===== config.mk =====
export PLATFORM = sky130hd
export DESIGN_NAME = writeback_arbiter
export DESIGN_NICKNAME = d
export VERILOG_FILES = /design/src/rtl/writeback_arbiter.sv
export SDC_FILE = /design/constraint.sdc
export NUM_CORES = 1
export LEC_CHECK = 0
export ABC_AREA = 1
export ABC_CLOCK_PERIOD_IN_PS = 9400
export CELL_PAD_IN_SITES_DETAIL_PLACEMENT = 0
export CELL_PAD_IN_SITES_GLOBAL_PLACEMENT = 1
export CORE_UTILIZATION = 36
export CTS_CLUSTER_DIAMETER = 50
export DETAILED_ROUTE_END_ITERATION = 7
export PLACE_DENSITY_LB_ADDON = 0.1
export SETUP_SLACK_MARGIN = 0.02
export SYNTH_ARGS = -nofsm -noshare
export SYNTH_HDL_FRONTEND = slang
export SYNTH_SLANG_ARGS = --single-unit

===== constraint.sdc =====
create_clock -name clk -period 9.4 [get_ports clk]
set_input_delay 2.35 -clock clk [delete_from_list [all_inputs] [get_ports clk]]
set_output_delay 2.35 -clock clk [all_outputs]
set_load 0.005 [all_outputs]

===== src/rtl/writeback_arbiter.sv =====
// -----------------------------------------------------------------------------
// writeback_arbiter
//
// Writeback stage in front of the integer register file. It merges ALU results
// and load results into at most one register-file write per cycle. Loads are
// buffered in a small FIFO. An ALU result whose destination matches an older,
// still-queued load is held back, so writes to the same register stay in order.
//
// Ports
//   clk                  core clock, all state updates on its rising edge
//   reset                asynchronous reset, active low
//   alu_valid/ready      ALU result handshake; alu_rd/alu_data carry the result
//   mem_valid/ready      load result handshake; mem_rd/mem_data carry the result
//   wrt_high_enable      registered register-file write strobe
//   destn_reg/destn_data registered register-file write address and data
//   busy                 the load FIFO holds at least one entry
//
// Optional feature (define WB_FWD_EN):
//   fwd_reg_A/B          consumer source registers
//   fwd_hit_A/B          the write currently on destn_* targets that register
//   fwd_data_A/B         the value being written (destn_data)
//   These ports let a consumer see a write that the register file has not yet
//   captured.
// -----------------------------------------------------------------------------
module writeback_arbiter #(
  parameter int XLEN     = 64,
  parameter int MQ_DEPTH = 2
) (
  input  logic            clk,
  input  logic            reset,
  input  logic            alu_valid,
  output logic            alu_ready,
  input  logic [4:0]      alu_rd,
  input  logic [XLEN-1:0] alu_data,
  input  logic            mem_valid,
  output logic            mem_ready,
  input  logic [4:0]      mem_rd,
  input  logic [XLEN-1:0] mem_data,
  output logic            wrt_high_enable,
  output logic [4:0]      destn_reg,
  output logic [XLEN-1:0] destn_data,
  output logic            busy
`ifdef WB_FWD_EN
  ,
  input  logic [4:0]      fwd_reg_A,
  input  logic [4:0]      fwd_reg_B,
  output logic            fwd_hit_A,
  output logic            fwd_hit_B,
  output logic [XLEN-1:0] fwd_data_A,
  output logic [XLEN-1:0] fwd_data_B
`endif
);

  localparam int PW = $clog2(MQ_DEPTH);
  localparam int CW = PW + 1;
  localparam logic [CW-1:0] DEPTH_C = CW'(MQ_DEPTH);

  // Load FIFO storage. It has no reset: an entry is only ever read while the
  // count marks it as occupied.
  logic [4:0]      q_rd_mem   [MQ_DEPTH];
  logic [XLEN-1:0] q_data_mem [MQ_DEPTH];

  logic [PW-1:0] rd_ptr_reg;
  logic [PW-1:0] wr_ptr_reg;
  logic [CW-1:0] count_reg;

  logic                full;
  logic                empty;
  logic                push;
  logic                pop;
  logic                alu_fire;
  logic                waw_hit;
  logic                sel_valid;
  logic [4:0]          sel_rd;
  logic [XLEN-1:0]     sel_data;
  logic [MQ_DEPTH-1:0] entry_hit;

  assign full      = (count_reg == DEPTH_C);
  assign empty     = (count_reg == '0);
  // Uses registered state only, so a pop in this cycle does not free a slot
  // until the next cycle.
  assign mem_ready = (count_reg < DEPTH_C);
  assign push      = mem_valid && mem_ready;
  assign busy      = !empty;

  // An entry is occupied when its distance from the head is below the count.
  // Pointer subtraction wraps naturally because the depth is a power of two.
  generate
    for (genvar gi = 0; gi < MQ_DEPTH; gi++) begin : g_entry
      logic [PW-1:0] offset;
      assign offset        = PW'(gi) - rd_ptr_reg;
      assign entry_hit[gi] = ({1'b0, offset} < count_reg) && (q_rd_mem[gi] == alu_rd);
    end
  endgenerate

  // Every queued load is older than the ALU result, and so is a load accepted
  // in this same cycle. x0 is never really written, so it never conflicts.
  assign waw_hit   = (alu_rd != 5'd0) &&
                     ((|entry_hit) || (push && (mem_rd == alu_rd)));
  assign alu_ready = !full && !waw_hit;
  assign alu_fire  = alu_valid && alu_ready;

  // Source select. A full FIFO drains first. Otherwise an accepted ALU result
  // wins, and the FIFO uses any cycle the ALU leaves free.
  always_comb begin
    pop       = 1'b0;
    sel_valid = 1'b0;
    sel_rd    = q_rd_mem[rd_ptr_reg];
    sel_data  = q_data_mem[rd_ptr_reg];
    if (full || (!alu_fire && !empty)) begin
      pop       = 1'b1;
      sel_valid = 1'b1;
    end else if (alu_fire) begin
      sel_valid = 1'b1;
      sel_rd    = alu_rd;
      sel_data  = alu_data;
    end
  end

  always_ff @(posedge clk) begin
    if (push) begin
      q_rd_mem[wr_ptr_reg]   <= mem_rd;
      q_data_mem[wr_ptr_reg] <= mem_data;
    end
  end

  always_ff @(posedge clk or negedge reset) begin
    if (!reset) begin
      rd_ptr_reg      <= '0;
      wr_ptr_reg      <= '0;
      count_reg       <= '0;
      wrt_high_enable <= 1'b0;
      destn_reg       <= '0;
      destn_data      <= '0;
    end else begin
      if (push) wr_ptr_reg <= wr_ptr_reg + 1'b1;
      if (pop)  rd_ptr_reg <= rd_ptr_reg + 1'b1;
      if (push && !pop)      count_reg <= count_reg + 1'b1;
      else if (pop && !push) count_reg <= count_reg - 1'b1;
      // A selected x0 result still completes and updates destn_*, but it
      // never raises the strobe.
      wrt_high_enable <= sel_valid && (sel_rd != 5'd0);
      if (sel_valid) begin
        destn_reg  <= sel_rd;
        destn_data <= sel_data;
      end
    end
  end

`ifdef WB_FWD_EN
  assign fwd_hit_A  = wrt_high_enable && (destn_reg == fwd_reg_A) && (fwd_reg_A != 5'd0);
  assign fwd_hit_B  = wrt_high_enable && (destn_reg == fwd_reg_B) && (fwd_reg_B != 5'd0);
  assign fwd_data_A = destn_data;
  assign fwd_data_B = destn_data;
`endif

endmodule


# After elaboration in Yosys (flattened, before gate mapping)
# Memories as Yosys holds them, arrays and structs flattened.
# Index checks and enable logic that the tools add are counted.
# op_classes
div_mod_pow	0
bitwise	0
eq_ne	4
multipliers	0
n_mux	11
n_reduce_logical	24
shifts	0
n_addsub	6
order_cmp	3
# op_table
op	n
$mux 64	2
$eq 5x5->1	3
$logic_and 1x1->1	11
$mux 5	2
$reduce_bool 5->1	2
$logic_not 1->1	6
$mux 1	5
$lt 1x2->1	2
$mux 2	2
$add 1x1->1 const B	2
$add 2x1->2 const B	1
$eq 2x2->1 const B	1
$logic_not 2->1	1
$logic_or 1x1->1	2
$lt 2x2->1 const B	1
$reduce_bool 2->1	1
$reduce_or 2->1	1
$sub 1x1->1 const A	2
$sub 2x1->2 const B	1
# totals
ram_bits	138
register_bits	74
latchBits	0
out_inout_bits	73
elab_cells	56
inputBits	142
mem_count	2
mem_bits_ro	0
# memory_table
memory	depth	width	read_ports	rd_ports_with_merged_regs	wr	line_no	source
q_data_mem	2	64	1	0	1	61	logic [XLEN-1:0] q_data_mem [MQ_DEPTH];
q_rd_mem	2	5	3	0	1	60	logic [4:0] q_rd_mem [MQ_DEPTH];

# Depth between registers and ports, before layout
# Gate-level depths: netlist of the first run.
# depth
depth_word	16
depth_mapped	15
mapped_depth_nobuf	14

# Worst setup path before layout of the first run
# No wires, ideal clock.
# synth_path
path_type	input to register
startpoint	input mem_valid
endpoint	memory q_data_mem[0][0], enable pin
t_required_ns	8.904
t_arrival_ns	5.483
cell_stages	4
path_slack_ns	3.421
setup_time_ns	0.496
path_cell_list	inv_1 > nor2_2 > inv_1 > nor2_1
# synth_between
elab_chain_len	3
# synth_rtl
element	line_no	source
start: declaration	35	input logic mem_valid,
$logic_and 1x1->1	83	assign push = mem_valid && mem_ready;
net push	69	logic push;
$mux 1	121	if (push) begin
$mux 1 (not written as such)	123	q_data_mem[wr_ptr_reg] <= mem_data;
end: declaration	61	
# The timed path passes the listed nets, and every way through them passes these cells.

# Worst setup path after layout of the first run
# layout_path
startpoint	input alu_rd[0]
endpoint	output alu_ready
# layout_between
elab_chain_len	7
word_cells_on_any_way	12
# layout_rtl
element	line_no	source
start: declaration	33	input logic [4:0] alu_rd,
$eq 5x5->1	92	assign entry_hit[gi] = ({1'b0, offset} < count_reg) && (q_rd_mem[gi] == alu_rd);
$logic_and 1x1->1	92	
$reduce_or 2->1	99	((|entry_hit) || (push && (mem_rd == alu_rd)));
$logic_or 1x1->1	99	
$logic_and 1x1->1 (*)	98	assign waw_hit = (alu_rd != 5'd0) &&
$logic_not 1->1 (*)	100	assign alu_ready = !full && !waw_hit;
$logic_and 1x1->1 (*)	100	
end: declaration	32	output logic alu_ready,
# Mark *: on every way between the ends. The rest lies on a longest branch, timed or not.

==> results of run 1 <==
## area by class of cell
class	count	area, µm²
clock buffer	36	813
sequential	212	6000
fill	2152	11500
clock inverter	16	168
multi-input combinational	563	2330
antenna	1	2.50
inverter	30	113
timing repair buffer	222	2200
tap	319	399
## stage by stage
stage / total power (µW) / util (%) / cell area [µm²] / hold slack (ns) / std cells
floorplan: 2150 / - / 8610 / 0.463 / 840
global placement: 2770 / 47.0 / 11000 / 0.463 / 1346
detailed placement: 2780 / 47.0 / 11000 / 0.468 / 1346
CTS: 3880 / 51.2 / 12000 / 0.482 / 1398
global route: 4090 / 51.2 / 12000 / 0.496 / 1398
finish: 3800 / 51.2 / 12000 / 0.474 / 1399
## metal layers
layer  part of all wire (%)  vias up  GRT usage [%]
met5                   0.19        -              0
met3                    7.0       35           4.68
met1                     44     2909           23.5
met4                    1.6        6           4.53
met2                     47      176           29.3
li1                       -     3166              -
## power groups by stage
stage	clock network, µW	logic (µW)	registers [µW]
final	1080	1310	1410
after detailed placement	0	1350	1430
after floorplan	0	705	1440
after global routing	1150	1490	1440
after global placement	0	1340	1430
after CTS	1110	1360	1410
## worst max path at each step
stage	start	endpoint	slack, ns	cells after the start
2_1_floorplan	mem_valid	q_data_mem[0][0]	3.42	4
3_3_place_gp	alu_rd[0]	alu_ready	3.02	9
3_5_place_dp	alu_rd[0]	alu_ready	3.02	9
4_1_cts	alu_rd[0]	alu_ready	3.01	9
5_1_grt	alu_rd[3]	alu_ready	2.87	9
6_report	alu_rd[0]	alu_ready	3.01	9
## layout by cell type, fill, tap and decap left out, types with 2 or more instances in the layout
cell,synthesis,layout
nor2_4,0,2
clkbuf_16,0,30
inv_1,23,22
nand2_1,447,447
buf_4,0,9
xor2_1,4,4
clkbuf_1,22,2
a21oi_1,3,3
inv_2,7,8
edfxtp_1,138,138
nor2_1,15,13
clkbuf_8,0,4
nand4_1,3,3
inv_6,0,5
bufinv_16,0,2
nand3_1,68,68
clkdlybuf4s50_1,0,213
nand3_2,2,2
o21ai_0,13,13
dfrtp_1,74,73
clkinv_2,0,3
clkinv_4,0,4
## critical path: stages
cell and delay (ns):
clkdlybuf4s50_1 0.50, inv_2 0.13, nand2_1 0.05, nand2_1 0.08, nor2_1 0.04, nand3_1 0.10
nand3_2 0.09, a21oi_1 0.16, clkdlybuf4s50_1 0.53
## cell families after synthesis
family                     after synthesis
and+or+nand+nor                        540
DFF                                    212
buffers and inverters                   65
AOI/OAI and AO/OA                       17
adders and majority gates                1
xor gates and xnor gates                 5
==> summary.md, run 1 <==
| Metric | Value |
|---|---|
| Status | `finished clean` |
| Minimum clock period after layout | `6.39 ns` |
| Power Dens Cells | `316 nW/µm²` |
| Starting Density | `36.7%` |
| Share of cells above drive strength 1 | `7.14%` |
| Setup repair bufs after CTS | `0` |
| Hold_sp | `destn_data[9]` |
| Nets | `1200` |
| Yosys cell types | `23` |
| GPL Wtd Cong | `0.769` |
| Slew HR | `28.9%` |
| Final wirelength | `21200 µm` |
| Max reg flops | `128` |
| Critical Path Fanout Max | `5` |
| CTS tree | `yes` |
| Placement Rows | `56` |
| Seq pwr share | `37.2%` |
| Final worst-path cycle share | `67.9%` |
| Synthesized area | `8610 µm²` |
| Post-cts gate resize count | `0` |
| Total track usage | `17.9%` |
| Sink Count | `212` |
| Antenna-violating nets left | `0` |
| Min-Delay Path Class | `reg -> reg` |
| Post-synth ARST share | `34.9%` |
| Post-synth EDFFs | `138` |
| # H-tree levels | `1` |
| PortBufs | `214` |
| Synth Area in Adders | `0.145%` |
| CP arrival | `4.04 ns` |
| Detailed Place HPWL | `13100 µm` |
| Synth area leaders | `edfxtp_1 48%, dfrtp_1 22%, nand2_1 19%` |
| Max-Cap Viols | `0` |
| Pre-CTS WS | `3.02 ns` |
| Logic pwr share | `34.4%` |
| VDD IR max | `152 µV` |
| Worst-Margin Slew | `1.07 ns` |
| Setup Viol. Count Final | `0` |
| WHS Path Cells | `2` |
| Die Y | `157 µm` |
| Reg-to-Reg End | `destn_reg[3]` |
| Antenna violations before repair | `3` |
| Required time worst endpoint | `7.05 ns` |
| Worst Skew | `0.0110 ns` |
| Layout area overhead | `39.7%` |
| Int Pwr | `2540 µW` |
| Mapped Avg Cell Area | `10.2 µm²` |
| Syn nets | `983` |
| Largest registers | `q_data_mem (128), destn_data (64), q_rd_mem (10)` |
| Vias | `6292` |
| Type of the worst setup path | `in -> out` |
| Root Driver | `clkbuf_16` |
| F_max | `0.157 GHz` |
| # hold bufs at CTS | `0` |
| CP startpoint kind | `input pin` |
| Reg2reg path depth | `13` |
| Crit. End Element | `output pin` |
| Final Hold Fails | `0` |
| Post-synthesis mux area share | `0%` |
| Congestion Overflow GR | `0` |
| R2r setup slk | `6.55 ns` |
| Most frequent cell after synthesis | `nand2_1` |
| DR pass1 iterations | `4` |
| Max clock buf depth | `3` |
| Wire per inst | `15.2 µm` |
| #FFs+latches synth | `212` |
| Share of the synthesized area in the top cell type | `48.2%` |
| Syn Inst Count | `840` |
| Worst setup margin | `3.01 ns` |
| Num CTS Buffers | `28` |
| Most flop-heavy register | `q_data_mem` |
| Unrepaired setup endpoints after global routing | `no` |
| Clock Latency Late Sink | `0.53 ns` |
| Switch share | `33.2%` |
| DRC errors left | `0` |
| Slew Limit Fails | `0` |
| Setup TNS | `0 ns` |
| Io pins | `215` |
| First-pass GRT wire length | `33700 µm` |
| Syn. warnings | `0` |
| Net Sw Power | `1260 µW` |
| Core footprint | `23500 µm²` |
| Seq/Total Area, Yosys | `69.7%` |
| Vias in the first global route | `6158` |
| Post-Synth Simple-Gate Area | `25.1%` |
| Leakage power | `0.00507 µW` |
| Vias per cell | `4.50` |
| Power share of the clock group | `28.4%` |
| Main combinational cell family by area after synthesis | `simple AND/OR/NAND/NOR gates` |
| Maximum number of pins on one net before global-route repair | `75` |
| Ys flop type | `edfxtp_1` |
| RR Startpoint | `count_reg[0]` |
| Reg clk slew, reported paths | `0.06 ns` |
| Cell accounting for the most synthesized area | `edfxtp_1` |
| Initial DRC Count | `300` |
| Post-synthesis xor/xnor area fraction | `0.509%` |
| Synth Area in Compound Gates | `1.12%` |
| Die area | `24500 µm²` |
| Die Wd | `157 µm` |
| Synth cell count leaders | `447 x nand2_1, 138 x edfxtp_1, 74 x dfrtp_1, 68 x nand3_1, 23 x inv_1` |
| Worst Hold End | `destn_data[9]` |
(Power assumes the default switching activity.)
==> run 2, diff against run 1 <==
--- a/config.mk
+++ b/config.mk
@@ -6,7 +6,7 @@
 export NUM_CORES = 1
 export LEC_CHECK = 0
 export ABC_AREA = 1
-export ABC_CLOCK_PERIOD_IN_PS = 9400
+export ABC_CLOCK_PERIOD_IN_PS = 6250
 export CELL_PAD_IN_SITES_DETAIL_PLACEMENT = 0
 export CELL_PAD_IN_SITES_GLOBAL_PLACEMENT = 1
 export CORE_UTILIZATION = 36
==> constraint.sdc (replaced) <==
create_clock -name clk -period 6.25 [get_ports clk]
set_input_delay 1.5625 -clock clk [delete_from_list [all_inputs] [get_ports clk]]
set_output_delay 1.5625 -clock clk [all_outputs]
set_load 0.005 [all_outputs]
==> summary.md, run 2 (synthesized netlist as in run 1, its figures left out) <==
| Metric | Value |
|---|---|
| Status | `finished clean` |
| RR Startpoint | `count_reg[0]` |
| Largest registers | `q_data_mem (128), destn_data (64), q_rd_mem (10)` |
| VDD IR max | `271 µV` |
| Max reg flops | `128` |
| Worst path slowest cell | `clkdlybuf4s50_1` |
| Switch share | `33.3%` |
| Slew HR | `27.6%` |
| Most flop-heavy register | `q_data_mem` |
| Int Pwr | `3790 µW` |
| Power share of the clock group | `27.6%` |
| DR pass1 iterations | `4` |
| Final worst-path cycle share | `76.5%` |
| Num CTS Buffers | `28` |
| Vias per cell | `4.48` |
| Worst-Margin Slew | `1.08 ns` |
| Antenna violations before repair | `2` |
| Max-Cap Viols | `0` |
| CP top delay family | `buffers and inverters` |
| Worst Hold End | `destn_data[63]` |
| Layout area overhead | `39.4%` |
| # H-tree levels | `1` |
| Seq pwr share | `37.3%` |
| Antenna-violating nets left | `0` |
| Commonest non-fill, non-tap cell in the layout | `nand2_1` |
| CTS tree | `yes` |
| CP bufs+invs | `3` |
| First-pass GRT wire length | `33400 µm` |
| Clock Latency Late Sink | `0.53 ns` |
| Placement Rows | `56` |
| R2r setup slk | `3.43 ns` |
| Nets | `1202` |
| Setup Viol. Count Final | `0` |
| Sink Count | `212` |
| Share of cells above drive strength 1 | `6.85%` |
| Logic pwr share | `35.0%` |
| # hold bufs at CTS | `0` |
| GPL Wtd Cong | `0.770` |
| Min-Delay Path Class | `reg -> reg` |
| Leakage power | `0.00504 µW` |
| Root Driver | `clkbuf_16` |
| Congestion Overflow GR | `0` |
| Maximum number of pins on one net before global-route repair | `75` |
| Detailed Place HPWL | `13300 µm` |
| PortBufs | `214` |
| Vias in the first global route | `6168` |
| Io pins | `215` |
| Core footprint | `23500 µm²` |
| Die Wd | `157 µm` |
| Total track usage | `17.9%` |
| Hold_sp | `destn_data[63]` |
| Max clock buf depth | `3` |
| Worst Skew | `0.0137 ns` |
| Post-cts gate resize count | `0` |
| Dpl cells | `1348` |
| Reg clk slew, reported paths | `0.06 ns` |
| WHS Path Cells | `2` |
| DRC errors left | `0` |
| Type of the worst setup path | `in -> out` |
| Starting Density | `36.7%` |
| Vias | `6282` |
| Die Y | `157 µm` |
| Reg-to-Reg End | `destn_data[43]` |
| Wire per inst | `15.4 µm` |
| Power Dens Cells | `474 nW/µm²` |
| Unrepaired setup endpoints after global routing | `no` |
| FILL cells | `2177` |
| Final wirelength | `21600 µm` |
| Minimum clock period after layout | `4.78 ns` |
| Commonest cells after routing, fill and taps aside | `447 x nand2_1, 213 x clkdlybuf4s50_1, 138 x edfxtp_1` |
| Final Hold Fails | `0` |
| CP startpoint kind | `input pin` |
| Setup repair bufs after CTS | `0` |
| Net Sw Power | `1890 µW` |
| Die area | `24500 µm²` |
| Critical Path Fanout Max | `5` |
| CP arrival | `3.22 ns` |
| Final std cells w/o fill | `1401` |
| Setup TNS | `0 ns` |
| Critical-path cell list | `clkdlybuf4s50_1 -> inv_2 -> nand2_1 -> nand2_1 -> nor2_1 -> nand3_1 -> nand3_2 -> a21oi_1 -> clkdlybuf4s50_1` |
| Critical Path Max Stage Delay | `0.53 ns` |
| Initial DRC Count | `263` |
| Required time worst endpoint | `4.69 ns` |
| Slew Limit Fails | `0` |
| Crit. End Element | `output pin` |
| F_max | `0.209 GHz` |
| Reg2reg path depth | `14` |
==> run 2: cell count changes in the layout (fill, tap and decap cells not counted), sizes merged <==
cell | previous run | this run
inv | 36 | 32
clkinvlp | 1 | 4
buf | 9 | 11
clkbuf | 36 | 38
clkinv | 7 | 6
==> run 2: how the worst max path moves through the flow <==
| stage | end | depth (start not counted) | startpoint |
|---|---|---|---|
| final | alu_ready | 9 | alu_rd[0] |
| after global routing | alu_ready | 9 | alu_rd[4] |
| after CTS | alu_ready | 9 | alu_rd[0] |
| after detailed placement | alu_ready | 9 | alu_rd[0] |
| after global placement | alu_ready | 9 | alu_rd[0] |
| after floorplan | q_data_mem[0][0] | 4 | mem_valid |
==> run 2: power by group through the flow <==
| stage | registers, µW | clock network, µW | logic [µW] |
|---|---|---|---|
| 2_1_floorplan | 2170 | 0 | 1060 |
| 3_3_place_gp | 2150 | 0 | 2040 |
| 3_5_place_dp | 2150 | 0 | 2050 |
| 4_1_cts | 2130 | 1610 | 2060 |
| 5_1_grt | 2170 | 1670 | 2260 |
| 6_report | 2120 | 1570 | 1990 |
==> run 2: metrics by stage <==
stage | instance area, µm² | util (%) | power (µW) | hold WS [ns] | setup slack (ns)
6_report | 12000 | 51.1 | 5680 | 0.478 | 1.47
5_1_grt | 12000 | 51.1 | 6100 | 0.497 | 1.35
4_1_cts | 12000 | 51.1 | 5800 | 0.482 | 1.47
3_5_place_dp | 11100 | 47.1 | 4200 | 0.469 | 1.48
3_3_place_gp | 11100 | 47.1 | 4180 | 0.463 | 1.45
2_1_floorplan | 8610 | - | 3230 | 0.463 | 1.06
==> run 2: worst min-delay path, cell delays in order, from the launching register on <==
cell and delay (ns):
dfrtp_1 0.34, nand2_1 0.05, nand3_1 0.05
==> run 2: final cells by class <==
cell class,instances,area (µm²),share of cell area (%)
multi-input combinational,563,2330,19.4
sequential,212,6000,50.0
clock buffer,38,790,6.58
timing repair buffer,224,2230,18.6
tap,319,399,3.33
inverter,30,113,0.938
clock inverter,14,144,1.20
antenna,1,2.50,0.0209
==> run 2: routing by layer <==
metal	vias to the layer above	GRT usage, %	wire length, µm	part of all wire (%)
li1	3180	-	-	-
met1	2889	23.1	9710	45
met2	178	29.9	10100	47
met3	33	4.26	1400	6.5
met4	2	5.42	412	1.9
met5	-	0	15	0.069
==> run 3, diff against run 2 <==
--- a/config.mk
+++ b/config.mk
@@ -6,10 +6,10 @@
 export NUM_CORES = 1
 export LEC_CHECK = 0
 export ABC_AREA = 1
-export ABC_CLOCK_PERIOD_IN_PS = 6250
+export ABC_CLOCK_PERIOD_IN_PS = 4300
 export CELL_PAD_IN_SITES_DETAIL_PLACEMENT = 0
 export CELL_PAD_IN_SITES_GLOBAL_PLACEMENT = 1
-export CORE_UTILIZATION = 36
+export CORE_UTILIZATION = 34
 export CTS_CLUSTER_DIAMETER = 50
 export DETAILED_ROUTE_END_ITERATION = 7
 export PLACE_DENSITY_LB_ADDON = 0.1
==> constraint.sdc (replaced) <==
create_clock -name clk -period 4.3 [get_ports clk]
set_input_delay 1.075 -clock clk [delete_from_list [all_inputs] [get_ports clk]]
set_output_delay 1.075 -clock clk [all_outputs]
set_load 0.005 [all_outputs]
==> summary.md, run 3 (synthesized netlist as in run 1, its figures left out) <==
| Metric | Value |
|---|---|
| Critical-path cell list | `clkdlybuf4s50_1 -> inv_1 -> nand2_1 -> nand2_1 -> nor2_1 -> nand3_1 -> nand3_2 -> a21oi_1 -> clkdlybuf4s50_1` |
| Largest registers | `q_data_mem (128), destn_data (64), q_rd_mem (10)` |
| Antenna diodes | `0` |
| Worst path slowest cell | `clkdlybuf4s50_1` |
| Die Y | `161 µm` |
| VDD IR max | `330 µV` |
| Num CTS Buffers | `27` |
| CP top delay family | `buffers and inverters` |
| Total track usage | `16.8%` |
| Max clock buf depth | `3` |
| Starting Density | `35.0%` |
| Layout area overhead | `39.6%` |
| Reg clk slew, reported paths | `0.05 ns` |
| Power Dens Cells | `686 nW/µm²` |
| CP bufs+invs | `3` |
| Antenna violations before repair | `1` |
| Io pins | `215` |
| Antenna-violating nets left | `0` |
| Worst-Margin Slew | `0.912 ns` |
| Wire per inst | `15.4 µm` |
| Core footprint | `24600 µm²` |
| Slew HR | `39.2%` |
| FILL cells | `2374` |
| Leakage power | `0.00506 µW` |
| Congestion Overflow GR | `0` |
| CTS tree | `yes` |
| Worst Skew | `0.0118 ns` |
| Critical Path Fanout Max | `6` |
| Min-Delay Path Class | `reg -> reg` |
| CP startpoint kind | `input pin` |
| GPL Wtd Cong | `0.765` |
| Unrepaired setup endpoints after global routing | `no` |
| Final Hold Fails | `0` |
| Final wirelength | `21600 µm` |
| Initial DRC Count | `259` |
| Tot Pwr | `8250 µW` |
| Critical Path Max Stage Delay | `0.52 ns` |
| Vias per cell | `4.45` |
| Vias | `6251` |
| Vias in the first global route | `6314` |
| Setup repair bufs after CTS | `0` |
| Placement Cell Area | `11100 µm²` |
| Share of cells above drive strength 1 | `7.02%` |
| Nets | `1204` |
| WHS | `0.476 ns` |
| Max reg flops | `128` |
| Required time worst endpoint | `3.22 ns` |
| CP arrival | `2.73 ns` |
| PortBufs | `214` |
| Die area | `26000 µm²` |
| Commonest cells after routing, fill and taps aside | `447 x nand2_1, 213 x clkdlybuf4s50_1, 138 x edfxtp_1` |
| Setup Viol. Count Final | `0` |
| First-pass GRT wire length | `34200 µm` |
| Sink Count | `212` |
| DRC errors left | `0` |
| Max-Cap Viols | `0` |
| Final worst-path cycle share | `88.6%` |
| Final std cells w/o fill | `1406` |
| Crit. End Element | `output pin` |
| Slew Limit Fails | `0` |
| # hold bufs at CTS | `0` |
| DR pass1 iterations | `4` |
| Dpl cells | `1356` |
| F_max | `0.263 GHz` |
| Status | `finished clean` |
| Detailed Place HPWL | `13900 µm` |
| Die Wd | `161 µm` |
| Post-cts gate resize count | `0` |
| Placement Rows | `57` |
| Type of the worst setup path | `in -> out` |
| # H-tree levels | `1` |
| Minimum clock period after layout | `3.81 ns` |
| Maximum number of pins on one net before global-route repair | `72` |
| Clock Latency Late Sink | `0.52 ns` |
| Commonest non-fill, non-tap cell in the layout | `nand2_1` |
| Final instance area | `12000 µm²` |
| Most flop-heavy register | `q_data_mem` |
| Root Driver | `clkbuf_16` |
-- run 3: per-stage QoR --
step,util (%),setup TNS [ns],worst slack [ns]
floorplan,-,-55.77,-0.404
global placement,45.2,0,0.473
detailed placement,45.2,0,0.473
CTS,48.8,0,0.470
global route,48.8,0,0.316
finish,48.8,0,0.492
-- run 3: path summary, 6_finish.rpt --
check	from	to	slack, ns	cells past startpoint
worst min-delay path	destn_data[44]	destn_data[44]	0.48	2
min in group asynchronous	reset	destn_data[61]	0.69	1
worst min register to register	destn_data[44]	destn_data[44]	0.48	2
worst max register to register	rd_ptr_reg	destn_data[32]	1.75	7
worst max-delay path	alu_rd[4]	alu_ready	0.49	9
max in group asynchronous	reset	destn_data[44]	2.84	2
-- run 3: worst min-delay path, cell delays in order, from the launching register on --
cell and delay [ns]:
dfrtp_1 0.34, nand2_1 0.05, nand3_1 0.05
-- run 3: where the power goes --
part,internal (µW),total (µW),switching (µW)
clock,1380,2230,853
sequential,2830,3100,265
combinational,1300,2920,1620
total,5510,8250,2740
-- run 3: metal layers --
metal | routed length (µm) | vias up | track usage, %
li1 | - | 3170 | -
met1 | 9690 | 2887 | 21.7
met2 | 10100 | 168 | 28.0
met3 | 1490 | 26 | 4.39
met4 | 353 | 0 | 4.07
met5 | 0 | - | 0
-- run 3: final cells by class --
class	instances	area, µm²	area share (%)
sequential	212	6000	49.9
clock inverter	17	183	1.52
tap	324	405	3.37
multi-input combinational	563	2330	19.4
inverter	30	113	0.937
timing repair buffer	227	2270	18.9
clock buffer	33	718	5.98
